--- src/rtl/cfg_frame_pkg.sv ---
// Shared types and constants for the configuration-frame transmitter.
package cfg_frame_pkg;

    localparam int FRAME_BYTES = 10;

    // Frame position of each field; 16-bit fields occupy idx (MSB) and idx+1 (LSB).
    localparam int IDX_TELE = 0;
    localparam int IDX_REP  = 1;
    localparam int IDX_HIGH = 2;
    localparam int IDX_LOW  = 4;
    localparam int IDX_IMP  = 6;
    localparam int IDX_STOP = 8;

    typedef enum logic [2:0] {
        TOP_IDLE,
        TOP_LOAD,
        TOP_SEND,
        TOP_GAP,
        TOP_FIN
    } top_state_e;

    typedef enum logic [1:0] {
        SER_IDLE,
        SER_START,
        SER_DATA,
        SER_STOP
    } ser_state_e;

    // Element [i] is the byte sent in position i of the frame.
    typedef logic [FRAME_BYTES-1:0][7:0] frame_t;

    function automatic frame_t pack_frame(
        input logic [7:0]  tele,
        input logic [7:0]  rep_no,
        input logic [15:0] high_on,
        input logic [15:0] low_on,
        input logic [15:0] imp_on,
        input logic [15:0] stop_on
    );
        frame_t f;
        f = '0;
        f[IDX_TELE]   = tele;
        f[IDX_REP]    = rep_no;
        f[IDX_HIGH]   = high_on[15:8];
        f[IDX_HIGH+1] = high_on[7:0];
        f[IDX_LOW]    = low_on[15:8];
        f[IDX_LOW+1]  = low_on[7:0];
        f[IDX_IMP]    = imp_on[15:8];
        f[IDX_IMP+1]  = imp_on[7:0];
        f[IDX_STOP]   = stop_on[15:8];
        f[IDX_STOP+1] = stop_on[7:0];
        return f;
    endfunction

endpackage

--- src/rtl/cfg_byte_tx.sv ---
// 8N1 UART byte serializer, LSB first, CLKS_PER_BIT clocks per bit.
//
// state     | meaning
// ----------+------------------------------------------------
// SER_IDLE  | line high, waiting for load
// SER_START | start bit (low)
// SER_DATA  | eight data bits, LSB first
// SER_STOP  | stop bit (high); byte_done on its last cycle
module cfg_byte_tx
    import cfg_frame_pkg::*;
#(
    parameter int CLKS_PER_BIT = 87
) (
    input  logic       clk,
    input  logic       rst,
    input  logic       load,
    input  logic [7:0] data,
    output logic       tx,
    output logic       byte_done
);

    localparam int CW = (CLKS_PER_BIT > 1) ? $clog2(CLKS_PER_BIT) : 1;
    localparam logic [CW-1:0] BIT_LAST = CW'(CLKS_PER_BIT - 1);

    ser_state_e    state_q, state_d;
    logic [CW-1:0] cnt_q, cnt_d;
    logic [2:0]    bit_q, bit_d;
    logic [7:0]    sh_q, sh_d;
    logic          tx_q, tx_d;

    // State and line register; reset releases the line high immediately.
    always_ff @(posedge clk or negedge rst) begin
        if (!rst) begin
            state_q <= SER_IDLE;
            cnt_q   <= '0;
            bit_q   <= '0;
            sh_q    <= '0;
            tx_q    <= 1'b1;
        end else begin
            state_q <= state_d;
            cnt_q   <= cnt_d;
            bit_q   <= bit_d;
            sh_q    <= sh_d;
            tx_q    <= tx_d;
        end
    end

    // Next-state logic; tx_d carries the level of the next cycle so tx stays registered.
    always_comb begin
        state_d   = state_q;
        cnt_d     = cnt_q;
        bit_d     = bit_q;
        sh_d      = sh_q;
        tx_d      = tx_q;
        byte_done = 1'b0;
        case (state_q)
            SER_IDLE: begin
                tx_d = 1'b1;
                if (load) begin
                    state_d = SER_START;
                    cnt_d   = BIT_LAST;
                    sh_d    = data;
                    tx_d    = 1'b0;
                end
            end
            SER_START: begin
                if (cnt_q == '0) begin
                    state_d = SER_DATA;
                    cnt_d   = BIT_LAST;
                    bit_d   = '0;
                    tx_d    = sh_q[0];
                end else begin
                    cnt_d = cnt_q - 1'b1;
                end
            end
            SER_DATA: begin
                if (cnt_q == '0) begin
                    cnt_d = BIT_LAST;
                    bit_d = bit_q + 1'b1;
                    if (bit_q == 3'd7) begin
                        state_d = SER_STOP;
                        tx_d    = 1'b1;
                    end else begin
                        sh_d = {1'b0, sh_q[7:1]};
                        tx_d = sh_q[1];
                    end
                end else begin
                    cnt_d = cnt_q - 1'b1;
                end
            end
            SER_STOP: begin
                if (cnt_q == '0) begin
                    byte_done = 1'b1;
                    state_d   = SER_IDLE;
                    tx_d      = 1'b1;
                end else begin
                    cnt_d = cnt_q - 1'b1;
                end
            end
            default: begin
                state_d = SER_IDLE;
                tx_d    = 1'b1;
            end
        endcase
    end

    assign tx = tx_q;

endmodule

--- src/rtl/cfg_frame_tx.sv ---
// Sends the 10-byte configuration frame as UART 8N1 bytes with optional idle gaps.
//
// state    | meaning
// ---------+--------------------------------------------------------
// TOP_IDLE | line idle; start captures the fields into the shadow
// TOP_LOAD | hand shadow byte[byte_idx] to the serializer
// TOP_SEND | serializer busy; wait for byte_done
// TOP_GAP  | hold the line high for GAP_BITS bit-times
// TOP_FIN  | one-cycle done pulse, busy already low
module cfg_frame_tx
    import cfg_frame_pkg::*;
#(
    parameter int CLKS_PER_BIT = 87,
    parameter int GAP_BITS     = 1
) (
    input  logic        clk,
    input  logic        rst,
    input  logic        start,
    input  logic [7:0]  tele,
    input  logic [7:0]  rep_no,
    input  logic [15:0] high_on,
    input  logic [15:0] low_on,
    input  logic [15:0] imp_on,
    input  logic [15:0] stop_on,
    output logic        tx,
    output logic        busy,
    output logic        done,
    output logic [3:0]  byte_idx
);

    localparam int GAP_CYC = GAP_BITS * CLKS_PER_BIT;
    localparam int GW      = (GAP_CYC > 0) ? $clog2(GAP_CYC + 1) : 1;
    localparam logic [GW-1:0] GAP_LAST = (GAP_CYC > 0) ? GW'(GAP_CYC - 1) : '0;
    localparam logic [3:0]    IDX_LAST = 4'(FRAME_BYTES - 1);

    top_state_e    state_q, state_d;
    logic [3:0]    idx_q, idx_d;
    logic [GW-1:0] gap_q, gap_d;
    frame_t        shadow_q, shadow_d;
    logic          ser_load;
    logic          ser_done;

    // Frame sequencer registers.
    always_ff @(posedge clk or negedge rst) begin
        if (!rst) begin
            state_q  <= TOP_IDLE;
            idx_q    <= '0;
            gap_q    <= '0;
            shadow_q <= '0;
        end else begin
            state_q  <= state_d;
            idx_q    <= idx_d;
            gap_q    <= gap_d;
            shadow_q <= shadow_d;
        end
    end

    // Sequencer next-state logic; start only matters in IDLE, so it is never queued.
    always_comb begin
        state_d  = state_q;
        idx_d    = idx_q;
        gap_d    = gap_q;
        shadow_d = shadow_q;
        ser_load = 1'b0;
        case (state_q)
            TOP_IDLE: begin
                if (start) begin
                    state_d  = TOP_LOAD;
                    idx_d    = '0;
                    shadow_d = pack_frame(tele, rep_no, high_on, low_on, imp_on, stop_on);
                end
            end
            TOP_LOAD: begin
                ser_load = 1'b1;
                state_d  = TOP_SEND;
            end
            TOP_SEND: begin
                if (ser_done) begin
                    if (idx_q == IDX_LAST) begin
                        state_d = TOP_FIN;
                        idx_d   = '0;
                    end else begin
                        idx_d = idx_q + 1'b1;
                        if (GAP_BITS > 0) begin
                            state_d = TOP_GAP;
                            gap_d   = GAP_LAST;
                        end else begin
                            state_d = TOP_LOAD;
                        end
                    end
                end
            end
            TOP_GAP: begin
                if (gap_q == '0) begin
                    state_d = TOP_LOAD;
                end else begin
                    gap_d = gap_q - 1'b1;
                end
            end
            TOP_FIN: begin
                state_d = TOP_IDLE;
            end
            default: begin
                state_d = TOP_IDLE;
                idx_d   = '0;
            end
        endcase
    end

    cfg_byte_tx #(
        .CLKS_PER_BIT(CLKS_PER_BIT)
    ) u_byte_tx (
        .clk      (clk),
        .rst      (rst),
        .load     (ser_load),
        .data     (shadow_q[idx_q]),
        .tx       (tx),
        .byte_done(ser_done)
    );

    assign busy     = (state_q == TOP_LOAD) || (state_q == TOP_SEND) || (state_q == TOP_GAP);
    assign done     = (state_q == TOP_FIN);
    assign byte_idx = idx_q;

endmodule

--- config.mk ---
export PLATFORM = sky130hd
export DESIGN_NAME = cfg_frame_tx
export DESIGN_NICKNAME = d
export VERILOG_FILES = /design/src/rtl/cfg_frame_pkg.sv /design/src/rtl/cfg_byte_tx.sv /design/src/rtl/cfg_frame_tx.sv
export SDC_FILE = /design/constraint.sdc
export NUM_CORES = 1
export LEC_CHECK = 0
export CORE_ASPECT_RATIO = 0.75
export CORE_MARGIN = 2
export CORE_UTILIZATION = 49
export CTS_CLUSTER_DIAMETER = 150
export DETAILED_ROUTE_END_ITERATION = 7
export GPL_ROUTABILITY_DRIVEN = 0
export PLACE_DENSITY_LB_ADDON = 0.15
export SYNTH_ARGS = -nofsm -noshare
export SYNTH_HDL_FRONTEND = slang
export SYNTH_SLANG_ARGS = --single-unit
--- constraint.sdc ---
create_clock -name clk -period 1.73 [get_ports clk]
set_input_delay 0.346 -clock clk [delete_from_list [all_inputs] [get_ports clk]]
set_output_delay 0.346 -clock clk [all_outputs]
set_load 0.005 [all_outputs]
==> results of run 1 <==
cell type report:
class	count	area [µm²]	share of cell area [%]
Multi-Input combinational cell	305	3140	35.7
Tap cell	162	203	2.31
Timing Repair Buffer	192	1920	21.9
Clock inverter	13	159	1.81
Sequential cell	115	2890	32.9
Clock buffer	19	433	4.93
Inverter	11	42.5	0.485
cells in the final DEF (no fill, tap or decap), types with 6 or more instances in the layout:
master,Yosys,layout
sky130_fd_sc_hd__mux2_4,0,34
sky130_fd_sc_hd__ha_1,12,8
sky130_fd_sc_hd__clkdlybuf4s50_1,0,82
sky130_fd_sc_hd__a21oi_1,17,14
sky130_fd_sc_hd__dfrtp_1,114,109
sky130_fd_sc_hd__buf_6,6,15
sky130_fd_sc_hd__clkbuf_16,0,20
sky130_fd_sc_hd__inv_1,10,7
sky130_fd_sc_hd__nand2_1,14,13
sky130_fd_sc_hd__mux4_2,9,9
sky130_fd_sc_hd__mux2_2,83,49
sky130_fd_sc_hd__nor2_1,22,19
sky130_fd_sc_hd__mux2i_1,24,23
sky130_fd_sc_hd__o21ai_0,16,11
sky130_fd_sc_hd__nor2b_1,13,8
sky130_fd_sc_hd__buf_4,2,74
sky130_fd_sc_hd__buf_12,0,9
sky130_fd_sc_hd__a2bb2oi_1,8,6
sky130_fd_sc_hd__o31ai_2,0,7
sky130_fd_sc_hd__a211oi_2,1,7
Yosys cell counts, types with 2 or more instances:
master / n
sky130_fd_sc_hd__o22a_1: 3
sky130_fd_sc_hd__a31oi_1: 4
sky130_fd_sc_hd__a2bb2oi_1: 8
sky130_fd_sc_hd__a22oi_1: 4
sky130_fd_sc_hd__a41oi_1: 2
sky130_fd_sc_hd__clkbuf_1: 8
sky130_fd_sc_hd__nand2b_1: 2
sky130_fd_sc_hd__buf_6: 6
sky130_fd_sc_hd__a21oi_1: 17
sky130_fd_sc_hd__nor2_1: 22
sky130_fd_sc_hd__nor3_1: 5
sky130_fd_sc_hd__o21ai_0: 16
sky130_fd_sc_hd__or3_1: 2
sky130_fd_sc_hd__o41ai_1: 2
sky130_fd_sc_hd__o32a_1: 2
sky130_fd_sc_hd__mux2i_1: 24
sky130_fd_sc_hd__dfrtp_1: 114
sky130_fd_sc_hd__nand2_1: 14
sky130_fd_sc_hd__mux4_2: 9
sky130_fd_sc_hd__mux2_2: 83
sky130_fd_sc_hd__o31ai_1: 13
sky130_fd_sc_hd__buf_2: 14
sky130_fd_sc_hd__ha_1: 12
sky130_fd_sc_hd__inv_1: 10
sky130_fd_sc_hd__nor2b_1: 13
sky130_fd_sc_hd__a32o_1: 2
sky130_fd_sc_hd__nand4_1: 2
sky130_fd_sc_hd__or4_1: 3
sky130_fd_sc_hd__nand3_1: 6
sky130_fd_sc_hd__buf_4: 2
sky130_fd_sc_hd__a211oi_1: 9
sequential cells by signal, indices dropped and copies added, names as in the netlist:
| signal | cells |
|---|---|
| byte_idx | 4 |
| u_byte_tx.bit_q | 3 |
| state_q | 3 |
| u_byte_tx.sh_q | 8 |
| u_byte_tx.tx | 1 |
| u_byte_tx.cnt_q | 7 |
| u_byte_tx.state_q | 2 |
| shadow_q | 80 |
| gap_q | 7 |
routing by layer:
metal | vias up | global-route usage, % | share of wire, %
li1 | 2087 | - | -
met3 | 36 | 7.78 | 6.1
met4 | 0 | 6.61 | 1.8
met1 | 2343 | 33.1 | 46
met5 | - | 0 | 0
met2 | 184 | 35.7 | 46
cells by family after synthesis:
group,count (synthesis),synth area share [%]
muxes,116,23.8
adders and majority gates,12,2.60
xor gates and xnor gates,1,0.152
buffers and inverters,42,3.94
and+or+nand+nor,81,7.99
AOI/OAI and AO/OA,95,11.7
DFF,115,49.8
power by group through the flow:
| stage | clock (mW) | sequential (mW) | combinational (mW) |
|---|---|---|---|
| after floorplan | 0 | 4.59 | 4.01 |
| after detailed placement | 0 | 4.84 | 6.00 |
| final | 3.53 | 4.86 | 7.80 |
| after CTS | 3.57 | 4.77 | 6.59 |
| after global placement | 0 | 4.77 | 5.82 |
| after global routing | 3.73 | 5.01 | 8.32 |
repair_timing:
action	CTS	global route
endpoints found under the hold margin	19	0
gates cloned	0	5
hold buffers	1	0
pin swaps	20	22
buffers inserted	23	16
endpoints found under the setup margin	37	112
gates resized for setup	39	93
final timing paths:
path | startpoint | to | cells after the start
setup / recovery | state_q[0]$_DFFE_PN0P_ | byte_idx[1]$_DFFE_PN0P_ | 6
hold / removal | rst | shadow_q[27]$_DFFE_PN0P_ | 2
setup reg to reg | state_q[0]$_DFFE_PN0P_ | byte_idx[1]$_DFFE_PN0P_ | 6
max in group asynchronous | rst | u_byte_tx.tx$_DFFE_PN1P_ | 3
hold reg to reg | u_byte_tx.sh_q[7]$_DFFE_PN0P_ | u_byte_tx.sh_q[7]$_DFFE_PN0P_ | 1
min in group clk | u_byte_tx.sh_q[7]$_DFFE_PN0P_ | u_byte_tx.sh_q[7]$_DFFE_PN0P_ | 1
per-stage QoR:
step	util [%]	hold WS (ns)	instance area [µm²]
after floorplan	-	0.0504	5800
after global placement	62.9	0.258	7260
after detailed placement	62.9	0.261	7260
after CTS	70.8	0.367	8160
after global routing	76.2	0.402	8780
final	76.2	0.362	8780
==> results.txt, run 1 <==
- Fill count: 725
* Unrepaired setup endpoints after global routing: true
- The most used flip-flop cell after synthesis is sky130_fd_sc_hd__dfrtp_1.
- Final clock period utilization by the worst path: 107%
* Cell-internal power: ~11 mW
* Transition time at the pin with the least slew margin: ~0.53 ns
* Die ar.: 12700 µm²
* Global-route wire length before repair: approximately 23000 µm
- Setup violations remaining at the end of the flow were counted as 95.
- Power density normalized to cell area: 1840 nW/µm²
- Worst-path maximum fanout: 9
* Proportion of power drawn by the clock network: about 22%
- Clock input transition at the sequential cells of the worst setup and hold paths: 0.06 ns
- NumNets Final: about 740
* Number of diodes: 0
- The number of antenna violations at the first check in global routing was 0.
- The number of clock buffers added by TritonCTS is 17.
* GRT Total Usage: approximately a quarter
* Sequential fraction of the synthesis area: around half
- The slowest stage of the critical path is the sky130_fd_sc_hd__dfrtp_2 cell.
- Once detail routing completed, the nets flagged for antenna violations numbered 0.
- Total congestion overflow after global routing: 0
- Dividing the detail-routed wire length by the instance count gives between 15 and 20 µm.
* #FFs+latches synth: approximately 120
- The worst setup path is captured at a register.
- Setup slack on the worst reg-to-reg path comes out at -0.12 ns.
* Post-Syn Instances: 462
- Walking the worst path, the cells encountered are buf_6 > nor4b_4 > buf_6 > o21ba_2 > nand2_2 > mux2_4.
- Counting along the longest clock path gives a buffer depth of 2.
- At the placement stage, the worst setup path has a slack of -0.256 ns.
* F_max: between 500 and 600 MHz
- In this run the biggest area consumer among cell types represents between 40% and 50% of the synthesized area.
- The number of max-slew violations in the final report came to 0.
- In the routed design, unresolved DRC markers number 0.
- Largest net degree at the start of global routing: 45
- The number of hold-slack violations in the final timing report came to 0.
* Cell seen most often among critical-path stages: sky130_fd_sc_hd__buf_6
* Core ar.: 11500 µm²
- Mean instance size in the synthesized netlist: ~13 µm²
- In this run, distinct cell masters in the synthesized netlist total 60.
- The flow ran to the end, but the final reports show violations.
- In this run, synthesis inferred 0 flip-flops with an integrated enable.
* Post-route worst setup slack: -0.120 ns
- TritonCTS built the clock tree.
- In this run, the number of DRC markers left after iteration 0 of detailed routing was 324.
- Part of the power in registers: a little under a third
* Max cap viols: 0
* Post-synthesis cell area: roughly 5800 µm²
* Number of clock sinks: 115
- In this run the worst hold path is classified as input pin to async pin.
* Worst stage delay on the critical path: 0.45 ns
- By area the synthesized netlist is led by sky130_fd_sc_hd__dfrtp_1, sky130_fd_sc_hd__mux2_2, sky130_fd_sc_hd__mux2i_1.
* Sum Neg Setup Slack: -4.42 ns
* Worst setup path category: register to register
* Via total after detailed routing: between 4k and 5k
- Vias in the first global route: ~4.6k
- Worst voltage drop across the vdd grid: 0.998 mV
- Final routed wirelength across all metal layers: between 15000 and 20000 µm
- Measured along the x axis, the die boundary spans around 130 µm.
- Together, buffers and inverters on the worst path number 2.
* Clock root buffer master: sky130_fd_sc_hd__clkbuf_16
- The final reports fail on setup timing.
- Static leakage power: approximately 3.7 nW
- First-pass DRT Iterations: 5
* DIE HEIGHT: ~98 µm
- Yosys printed 0 warnings.
- The cell family contributing the most delay on the critical path is flip-flops.
- DPL Wire Length: 9680 µm
- Required time worst endpoint: ~2 ns
- The later pin in the worst-skew pair is clocked with a latency of approximately 0.42 ns.
- Port bufs: 89
- Data arrival time of the critical path: roughly 2.2 ns
- Final total power: 16.2 mW
- After layout, the minimum clock period comes to between 1.5 and 2 ns.
- When the netlist entered floorplanning its net count stood at between 500 and 600.
* Area growth from synthesis to layout: 51.9%
- Async set-reset flop share out of synthesis: 100%
- Between clock sinks in the finished design, the worst skew comes to between 0.008 and 0.009 ns.
* Number of core rows: 34
- Starting Density: approximately half
* Net load switching power: around 5.6 mW
* Placed Cells incl. Taps: approximately 740
- Library cell occupying the most area in the post-synthesis netlist: sky130_fd_sc_hd__dfrtp_1
* Mean number of vias per cell: ~5.7
* Gate power share: about 48%
* Net switching fraction of the power: 34.6%
- The worst setup path is launched from a register.
- Once layout is complete, the cells apart from fillers number 817.
* Fraction of final layout cells with drive strength greater than 1: between 40% and 50%
- In this run the tightest slew margin relative to its limit is roughly 64%.
* IO Count: 90
- H-tree depth: 4
Note: power is estimated with default switching activity, not from simulation.
==> run 2, diff against run 1 <==
--- a/config.mk
+++ b/config.mk
@@ -12,6 +12,7 @@
 export DETAILED_ROUTE_END_ITERATION = 7
 export GPL_ROUTABILITY_DRIVEN = 0
 export PLACE_DENSITY_LB_ADDON = 0.15
+export SETUP_SLACK_MARGIN = 0.2
 export SYNTH_ARGS = -nofsm -noshare
 export SYNTH_HDL_FRONTEND = slang
 export SYNTH_SLANG_ARGS = --single-unit
==> run 2 against run 1 <==
Final area up 7.1%. Highest routed layer unchanged. Flip-flop and latch count unchanged. Global-route usage up 2.7 points. The flow still finishes with violations (setup timing).
==> results.txt, run 2 (synthesized netlist as in run 1, its figures left out) <==
- Relative to the synthesized area, the layout overhead comes to 62.8%.
- Setup repair after global routing could not meet its margin everywhere.
- The final antenna-violating net count came to 0 (unchanged).
* Number of diodes: 0 (unchanged)
* Number of core rows: 34 (unchanged)
- Via total after detailed routing: 4888 (+5.1%)
- The number of cells in the design after placement was 748 (+0.81%).
- In the layout the commonest cells are sky130_fd_sc_hd__dfrtp_1, sky130_fd_sc_hd__clkdlybuf4s50_1, sky130_fd_sc_hd__mux2_4.
* Normalized max-slew margin: 68.9% (+4.5 points)
- The proportion of layout cells with a drive suffix above 1 was 52.0% (+7.0 points).
* Flip-flop count of the largest register, all copies and words added: 80 (unchanged)
* Met3 track utilization from global routing: 5.37% (-2.4 points)
- Post-route cell area: 9410 µm² (+7.1%)
- The count of routing violations after the opening detailed-route iteration is 411 (+27%).
- The placed wire-length estimate after detailed placement is 9870 µm (+2.0%).
- The kind of cell with the highest combined delay along the critical path is simple AND/OR/NAND/NOR gates.
- The full die area came to 12700 µm² (unchanged).
- GRT met2 Usage: 38.2% (+2.5 points)
* Clock Skews: 0.00872 ns (+0.0000135 ns)
- Core ar.: 11500 µm² (unchanged)
- The number of vias per cell came to 5.88 (+3.3%).
- Number of buffer and inverter instances along the worst setup path: 3 (+1)
* Port bufs: 89 (unchanged)
- Clock input transition at the sequential cells of the worst setup and hold paths: 0.06 ns (about the same)
- The global routing usage summed across all routing layers is 26.4% (+2.7 points).
- The run finished, with violations left.
* Final number of hold-violating endpoints: 0 (unchanged)
- Final routed DRC violation total: 0 (unchanged)
- The I/O pin count came to 90 (unchanged).
- Clock root buffer master: sky130_fd_sc_hd__clkbuf_16
- Cell at the slowest stage of the critical path: sky130_fd_sc_hd__dfrtp_2
- The maximum clock insertion buffer count was 2 (unchanged).
- Most frequent standard cell in the layout excluding fill and tap cells: sky130_fd_sc_hd__dfrtp_1
- The leakage power summed over all cells was 4.01 nW (+7.7%).
- NumNets Final: 752 (+2.0%)
- Largest net degree at the start of global routing: 68 (+51%)
- Power density normalized to cell area: 1920 nW/µm² (+4.0%)
* Vias in the first global route: 4845 (+4.8%)
- The number of buffers added by the clock tree synthesis step is 17 (unchanged).
* Worst stage delay on the critical path: 0.41 ns (-0.04 ns)
- The later-pin clock latency in the skew report came to 0.42 ns (about the same).
- In the final layout, the registers with the most flip-flops are shadow_q x80, u_byte_tx.sh_q x8.
- More flip-flops sit in one register than any other, and that register is shadow_q.
- Cell seen most often among critical-path stages: sky130_fd_sc_hd__buf_4
* Initial antenna violation count: 0 (unchanged)
- Final clock period utilization by the worst path: 110% (+3.4 points)
- H-tree depth: 4 (unchanged)
- The setup path with the least slack is of type register to register.
- The slew at the pin closest to its max-slew limit came to 0.464 ns (-0.0623 ns).
- Average wire length per cell after detail routing: 22.3 µm (+15%)
* Final setup violation count: 101 (+6.3%)
- Met1 Use GR: 38.9% (+5.8 points)
* Final number of max-transition violations: 0 (unchanged)
* CTS tree: yes
* Width of the chip: 129 µm (unchanged)
- The iteration count of the initial detailed-routing pass is 5 (unchanged).
- Global routing's busiest layer: met1
* Total congestion overflow after global routing: 0 (unchanged)
- DIE HEIGHT: 98.0 µm (unchanged)
- F_max: 524 MHz (-3.1%)
* Final routed wirelength across all metal layers: 18500 µm (+17%)
- Series of cell instances along the critical path: buf_6 > buf_4 > nor2_1 > and3_4 > buf_4 > nand4_1 > mux2i_1
* Data arrival time of the critical path: 2.23 ns (+0.08 ns)
- Failing checks: setup timing
- Worst-path maximum fanout: 4 (-5)
* Max cap viols: 0 (unchanged)
- The post-placement cell area was 7470 µm² (+2.9%).
- The peak supply drop was 1.08 mV (+8.6%).
- Critical path launch point type: register
- The final cell count without fillers came to 831 (+1.7%).
- Starting Density: 50.1% (unchanged)
* Global-route wire length before repair: 25700 µm (+11%)
- Endpoint class of the critical path: register
* Path type of the worst min-delay path: register to register
* Number of clock sinks: 115 (unchanged)
- The minimum clock period was 1.91 ns (+0.0590 ns).
- The critical path required time came to 2.05 ns (+0.02 ns).
- The final worst slack is -0.179 ns (-0.0590 ns).
run 2: cell count changes in the layout (fill, tap and decap cells not counted), moves of 4 or more:
| cell | before | now |
|---|---|---|
| sky130_fd_sc_hd__buf_4 | 74 | 67 |
| sky130_fd_sc_hd__o21ai_1 | 5 | 1 |
| sky130_fd_sc_hd__a2bb2oi_1 | 6 | 1 |
| sky130_fd_sc_hd__nand2_2 | 1 | 5 |
| sky130_fd_sc_hd__a2bb2oi_2 | 2 | 7 |
| sky130_fd_sc_hd__o21ai_2 | 0 | 4 |
| sky130_fd_sc_hd__nand2_1 | 13 | 8 |
| sky130_fd_sc_hd__dlygate4sd2_1 | 5 | 1 |
| sky130_fd_sc_hd__buf_6 | 15 | 35 |
| sky130_fd_sc_hd__mux2_2 | 49 | 7 |
| sky130_fd_sc_hd__mux2_4 | 34 | 76 |
run 2: final timing paths:
path                                     startpoint                  endpoint  slack, ns  depth (start not counted)
max in group asynchronous                       rst  shadow_q[47]$_DFFE_PN0P_       0.94                          3
setup reg to reg             state_q[0]$_DFFE_PN0P_   byte_idx[2]$_DFFE_PN0P_      -0.18                          7
setup / recovery             state_q[0]$_DFFE_PN0P_   byte_idx[2]$_DFFE_PN0P_      -0.18                          7
min in group asynchronous                       rst   shadow_q[5]$_DFFE_PN0P_       0.47                          3
hold reg to reg            u_byte_tx.tx$_DFFE_PN1P_  u_byte_tx.tx$_DFFE_PN1P_       0.46                          2
hold / removal             u_byte_tx.tx$_DFFE_PN1P_  u_byte_tx.tx$_DFFE_PN1P_       0.46                          2
run 2: per-layer routing:
layer | wire (µm) | share of wire [%] | vias up
met1 | 8050 | 44 | 2454
met3 | 1220 | 6.6 | 61
met5 | 0 | 0 | -
met2 | 8620 | 47 | 261
met4 | 606 | 3.3 | 0
li1 | - | - | 2112
run 2: worst register-to-register path, stage by stage, from the launching register on:
cell and delay [ns]:
sky130_fd_sc_hd__dfrtp_2 0.41, sky130_fd_sc_hd__buf_6 0.13, sky130_fd_sc_hd__buf_4 0.15, sky130_fd_sc_hd__nor2_1 0.29
sky130_fd_sc_hd__and3_4 0.29, sky130_fd_sc_hd__buf_4 0.17, sky130_fd_sc_hd__nand4_1 0.16, sky130_fd_sc_hd__mux2i_1 0.22
run 2: what timing repair did:
item,CTS,global route
cloned,1,4
pin swaps,39,25
buffers inserted,32,14
hold buffers,1,0
gates resized for setup,142,79
hold endpoints to repair,114,0
endpoints found under the setup margin,119,121
run 2: final cells by class:
class / instances / area [µm²]
clock buffers: 22 / 464
clock inverters: 9 / 154
fillers: 603 / 2120
inverters: 11 / 42.5
multi-input cells: 305 / 3520
flip-flops and latches: 115 / 2890
well taps: 162 / 203
repair buffers: 207 / 2140
run 2: metrics by stage:
stage	utilization (%)	hold slack [ns]	TNS, ns	setup slack, ns	total power, mW
after floorplan	-	0.0504	-0.206	-0.0633	8.85
after global placement	64.8	0.365	-16.03	-0.211	10.9
after detailed placement	64.8	0.371	-16.71	-0.224	11.1
after CTS	76.9	0.483	-0.290	-0.0571	16.6
after global routing	81.6	0.487	-10.23	-0.191	18.8
final	81.6	0.464	-5.61	-0.179	18.0
run 2: power breakdown:
| part | leakage (nW) | total [mW] | switching (mW) | internal [mW] |
|---|---|---|---|---|
| clock | 0.296 | 3.76 | 1.29 | 2.47 |
| sequential | 1.37 | 4.99 | 0.964 | 4.03 |
| combinational | 2.34 | 9.28 | 4.11 | 5.18 |
| total | 4.01 | 18.0 | 6.36 | 11.7 |
==> run 3, diff against run 2 <==
--- a/config.mk
+++ b/config.mk
@@ -12,6 +12,7 @@
 export DETAILED_ROUTE_END_ITERATION = 7
 export GPL_ROUTABILITY_DRIVEN = 0
 export PLACE_DENSITY_LB_ADDON = 0.15
+export RECOVER_POWER = 25
 export SETUP_SLACK_MARGIN = 0.2
 export SYNTH_ARGS = -nofsm -noshare
 export SYNTH_HDL_FRONTEND = slang
==> run 3 against run 2 <==
The flow still finishes with violations (setup timing). Sequential power hardly changed. Global-route usage unchanged. Wire length is essentially flat. Sequential share of layout area increased by 0.053 points. Die area stayed put. Clock-buffer cell count unchanged. Register-to-register slack is essentially flat. First-iteration DRC count is the same. Clock skew hardly changed. Final area shrank 0.17%. Largest power group unchanged. Highest routed layer unchanged.
==> results.txt, run 3 (synthesized netlist as in run 1, its figures left out) <==
* Result of the run: finished with violations
- The checks that failed: setup timing.
- Final setup violation count: 102 (+0.99%)
- Number of buffer and inverter instances along the worst setup path: 3 (unchanged)
* Static leakage power: 4.00 nW (-0.21%)
- The worst setup path is captured at a register.
- The remaining global-route overflow came to 0 (unchanged).
- Initial antenna violation count: 0 (unchanged)
- The peak supply drop came to 1.09 mV (+0.25%).
* Final clock period utilization by the worst path: 110% (-0.78 points)
* Register-to-Register Path Depth: 7 (unchanged)
- Final routed DRC violation total: 0 (unchanged)
* FF-to-FF Start: state_q[0]$_DFFE_PN0P_
- The critical path required time is 2.05 ns (about the same).
- The proportion of layout cells with a drive suffix above 1 was 51.9% (-0.15 points).
- Flop-to-flop setup slack: -0.17 ns (about the same)
- GRT Total Usage: 26.4% (unchanged)
- The worst path arrival time is 2.22 ns (about the same).
- Clock root buffer master: sky130_fd_sc_hd__clkbuf_16
- The starting density of the core came to 50.1% (unchanged).
- The minimum clock period is 1.90 ns (-0.0134 ns).
- Die ar.: 12700 µm² (unchanged)
* Series of cell instances along the critical path: buf_6 > buf_4 > nor2_1 > and3_4 > buf_4 > nand4_1 > mux2i_1
- IO Count: 90 (unchanged)
- The worst hold path begins at u_byte_tx.tx$_DFFE_PN1P_.
- The number of nets in the layout was 752 (unchanged).
- The total number of vias is 4888 (unchanged).
- Crit. Startpoint: state_q[0]$_DFFE_PN0P_
* Violation count after the first detailed-route iteration: 411 (unchanged)
- Number of clock sinks: 115 (unchanged)
* Max cap viols: 0 (unchanged)
- The slew at the pin closest to its max-slew limit was 0.693 ns (+0.229 ns).
* Most frequent standard cell in the layout excluding fill and tap cells: sky130_fd_sc_hd__dfrtp_1
- The cell that appears most often on the critical path is sky130_fd_sc_hd__buf_4.
- The number of gates on the worst path with buffers counted came to 7 (unchanged).
- The maximum clock frequency was 528 MHz (+0.71%).
- STA classifies the critical path startpoint as a register.
- Average wire length per cell after detail routing: 22.3 µm (about the same)
- The worst slew margin relative to its limit was 53.8% (-15 points).
- Clock buffers created by TritonCTS: 17 (unchanged)
- The total number of H-tree levels came to 4 (unchanged).
* Path type of the worst min-delay path: register to register
- Relative to the synthesized area, the layout overhead comes to 62.5%.
- The count of standard-cell rows came to 34 (unchanged).
* Post-route worst setup slack: -0.165 ns (+0.0134 ns)
* Dominant delay contributor by cell family on the critical path: simple AND/OR/NAND/NOR gates
- The number of hold-slack violations in the final timing report is 0 (unchanged).
- The largest net degree at the start of global routing was 68 (unchanged).
* First-pass DRT Iterations: 5 (unchanged)
- Number of diodes: 0 (unchanged)
* Final routed wirelength across all metal layers: 18500 µm (about the same)
- Largest register by flop count: shadow_q
- Destination of the critical timing path: byte_idx[2]$_DFFE_PN0P_
- Clock latency of the later-clocked register in the worst-skew pair: 0.42 ns (about the same)
* Final total power: 18.0 mW (about the same)
* DIE HEIGHT: 98.0 µm (unchanged)
* Port bufs: 89 (unchanged)
- The largest fanout on the critical path came to 4 (unchanged).
- Remaining antenna violation count after routing: 0 (unchanged)
- The placed wire-length estimate after detailed placement was 9870 µm (unchanged).
- The die outline width is 129 µm (unchanged).
- Unrepaired setup endpoints after global routing: true
- Clock Skews: 0.00873 ns (+0.0000173 ns)
- The highest cell delay on the worst timing path is 0.41 ns (about the same).
- Flip-flop count of the largest register, all copies and words added: 80 (unchanged)
* Vias in the first global route: 4845 (unchanged)
* CTS tree: yes
- The number of vias per cell was 5.88 (unchanged).
- The area inside the core boundary is 11500 µm² (unchanged).
- Leaving out fill and tap cells, the most frequent cells in the layout are sky130_fd_sc_hd__dfrtp_1, sky130_fd_sc_hd__clkdlybuf4s50_1, sky130_fd_sc_hd__mux2_4.
* Critical register-to-register path endpoint: byte_idx[2]$_DFFE_PN0P_
* Global-route wire length before repair: 25700 µm (unchanged)
- In the final layout, the registers with the most flip-flops are shadow_q x80, u_byte_tx.sh_q x8.
- The post-placement setup slack was -0.224 ns (unchanged).
* Final number of max-transition violations: 0 (unchanged)
- Power density normalized to cell area: 1920 nW/µm² (+0.16%)
- Cell at the slowest stage of the critical path: sky130_fd_sc_hd__dfrtp_2
* Clock Path Buffers: 2 (unchanged)
* Clock input transition at the sequential cells of the worst setup and hold paths: 0.06 ns (about the same)
- Worst setup path category: register to register
==> run 3: changes by cell type in the layout (fill, tap and decap cells not counted) <==
cell	previous run	this run
sky130_fd_sc_hd__buf_4	67	66
sky130_fd_sc_hd__clkbuf_4	0	1
sky130_fd_sc_hd__clkbuf_1	3	4
sky130_fd_sc_hd__buf_12	12	11
==> run 3: worst min-delay path by stage <==
stage,end,slack [ns],depth (start not counted)
6_report,u_byte_tx.tx$_DFFE_PN1P_,0.46,2
5_1_grt,u_byte_tx.tx$_DFFE_PN1P_,0.49,2
4_1_cts,shadow_q[5]$_DFFE_PN0P_,0.48,3
3_5_place_dp,shadow_q[45]$_DFFE_PN0P_,0.37,2
3_3_place_gp,shadow_q[5]$_DFFE_PN0P_,0.37,2
2_1_floorplan,byte_idx[0]$_DFFE_PN0P_,0.05,0
==> run 3: per-stage QoR <==
stage	hold slack, ns	util (%)	cell area (µm²)	std cells	setup TNS [ns]
floorplan	0.0504	-	5990	462	-0.206
global placement	0.365	64.8	7470	748	-16.03
detailed placement	0.371	64.8	7470	748	-16.71
CTS	0.483	76.9	8870	813	-0.290
global route	0.487	81.4	9390	831	-10.23
finish	0.464	81.4	9390	831	-5.52
==> run 3: report_power, final <==
group          total, mW  leakage, nW  switching, mW  internal [mW]
Sequential          4.99         1.37          0.963           4.03
Combinational       9.28         2.33           4.11           5.17
Clock               3.76        0.296           1.29           2.47
==> run 3: tightest hold or removal path: cells and delay by family (launching register included) <==
kind | cells | cell delay (ns)
AND/OR/NAND/NOR | 1 | 0.05
flip-flops | 1 | 0.37
AO/OA/AOI/OAI | 1 | 0.04
==> run 3: what timing repair did <==
item,CTS,global route
pin swaps,39,25
buffers inserted,32,14
hold buffers,1,0
endpoints found under the hold margin,114,0
endpoints found under the setup margin,119,121
gates cloned,1,4
resized for setup,142,79
==> run 3: metal layers <==
metal / GRT usage, % / wire [µm] / up-vias
met5: 0 / 0 / -
met4: 11.0 / 591 / 0
met3: 5.37 / 1180 / 60
met2: 38.2 / 8640 / 255
met1: 38.9 / 8080 / 2461
li1: - / - / 2112
==> run 3: final cells by class <==
class | instances | area (µm²)
fillers | 605 | 2140
multi-input cells | 305 | 3520
clock buffers | 22 | 464
inverters | 11 | 42.5
flip-flops and latches | 115 | 2890
repair buffers | 207 | 2120
well taps | 162 | 203
clock inverters | 9 | 154
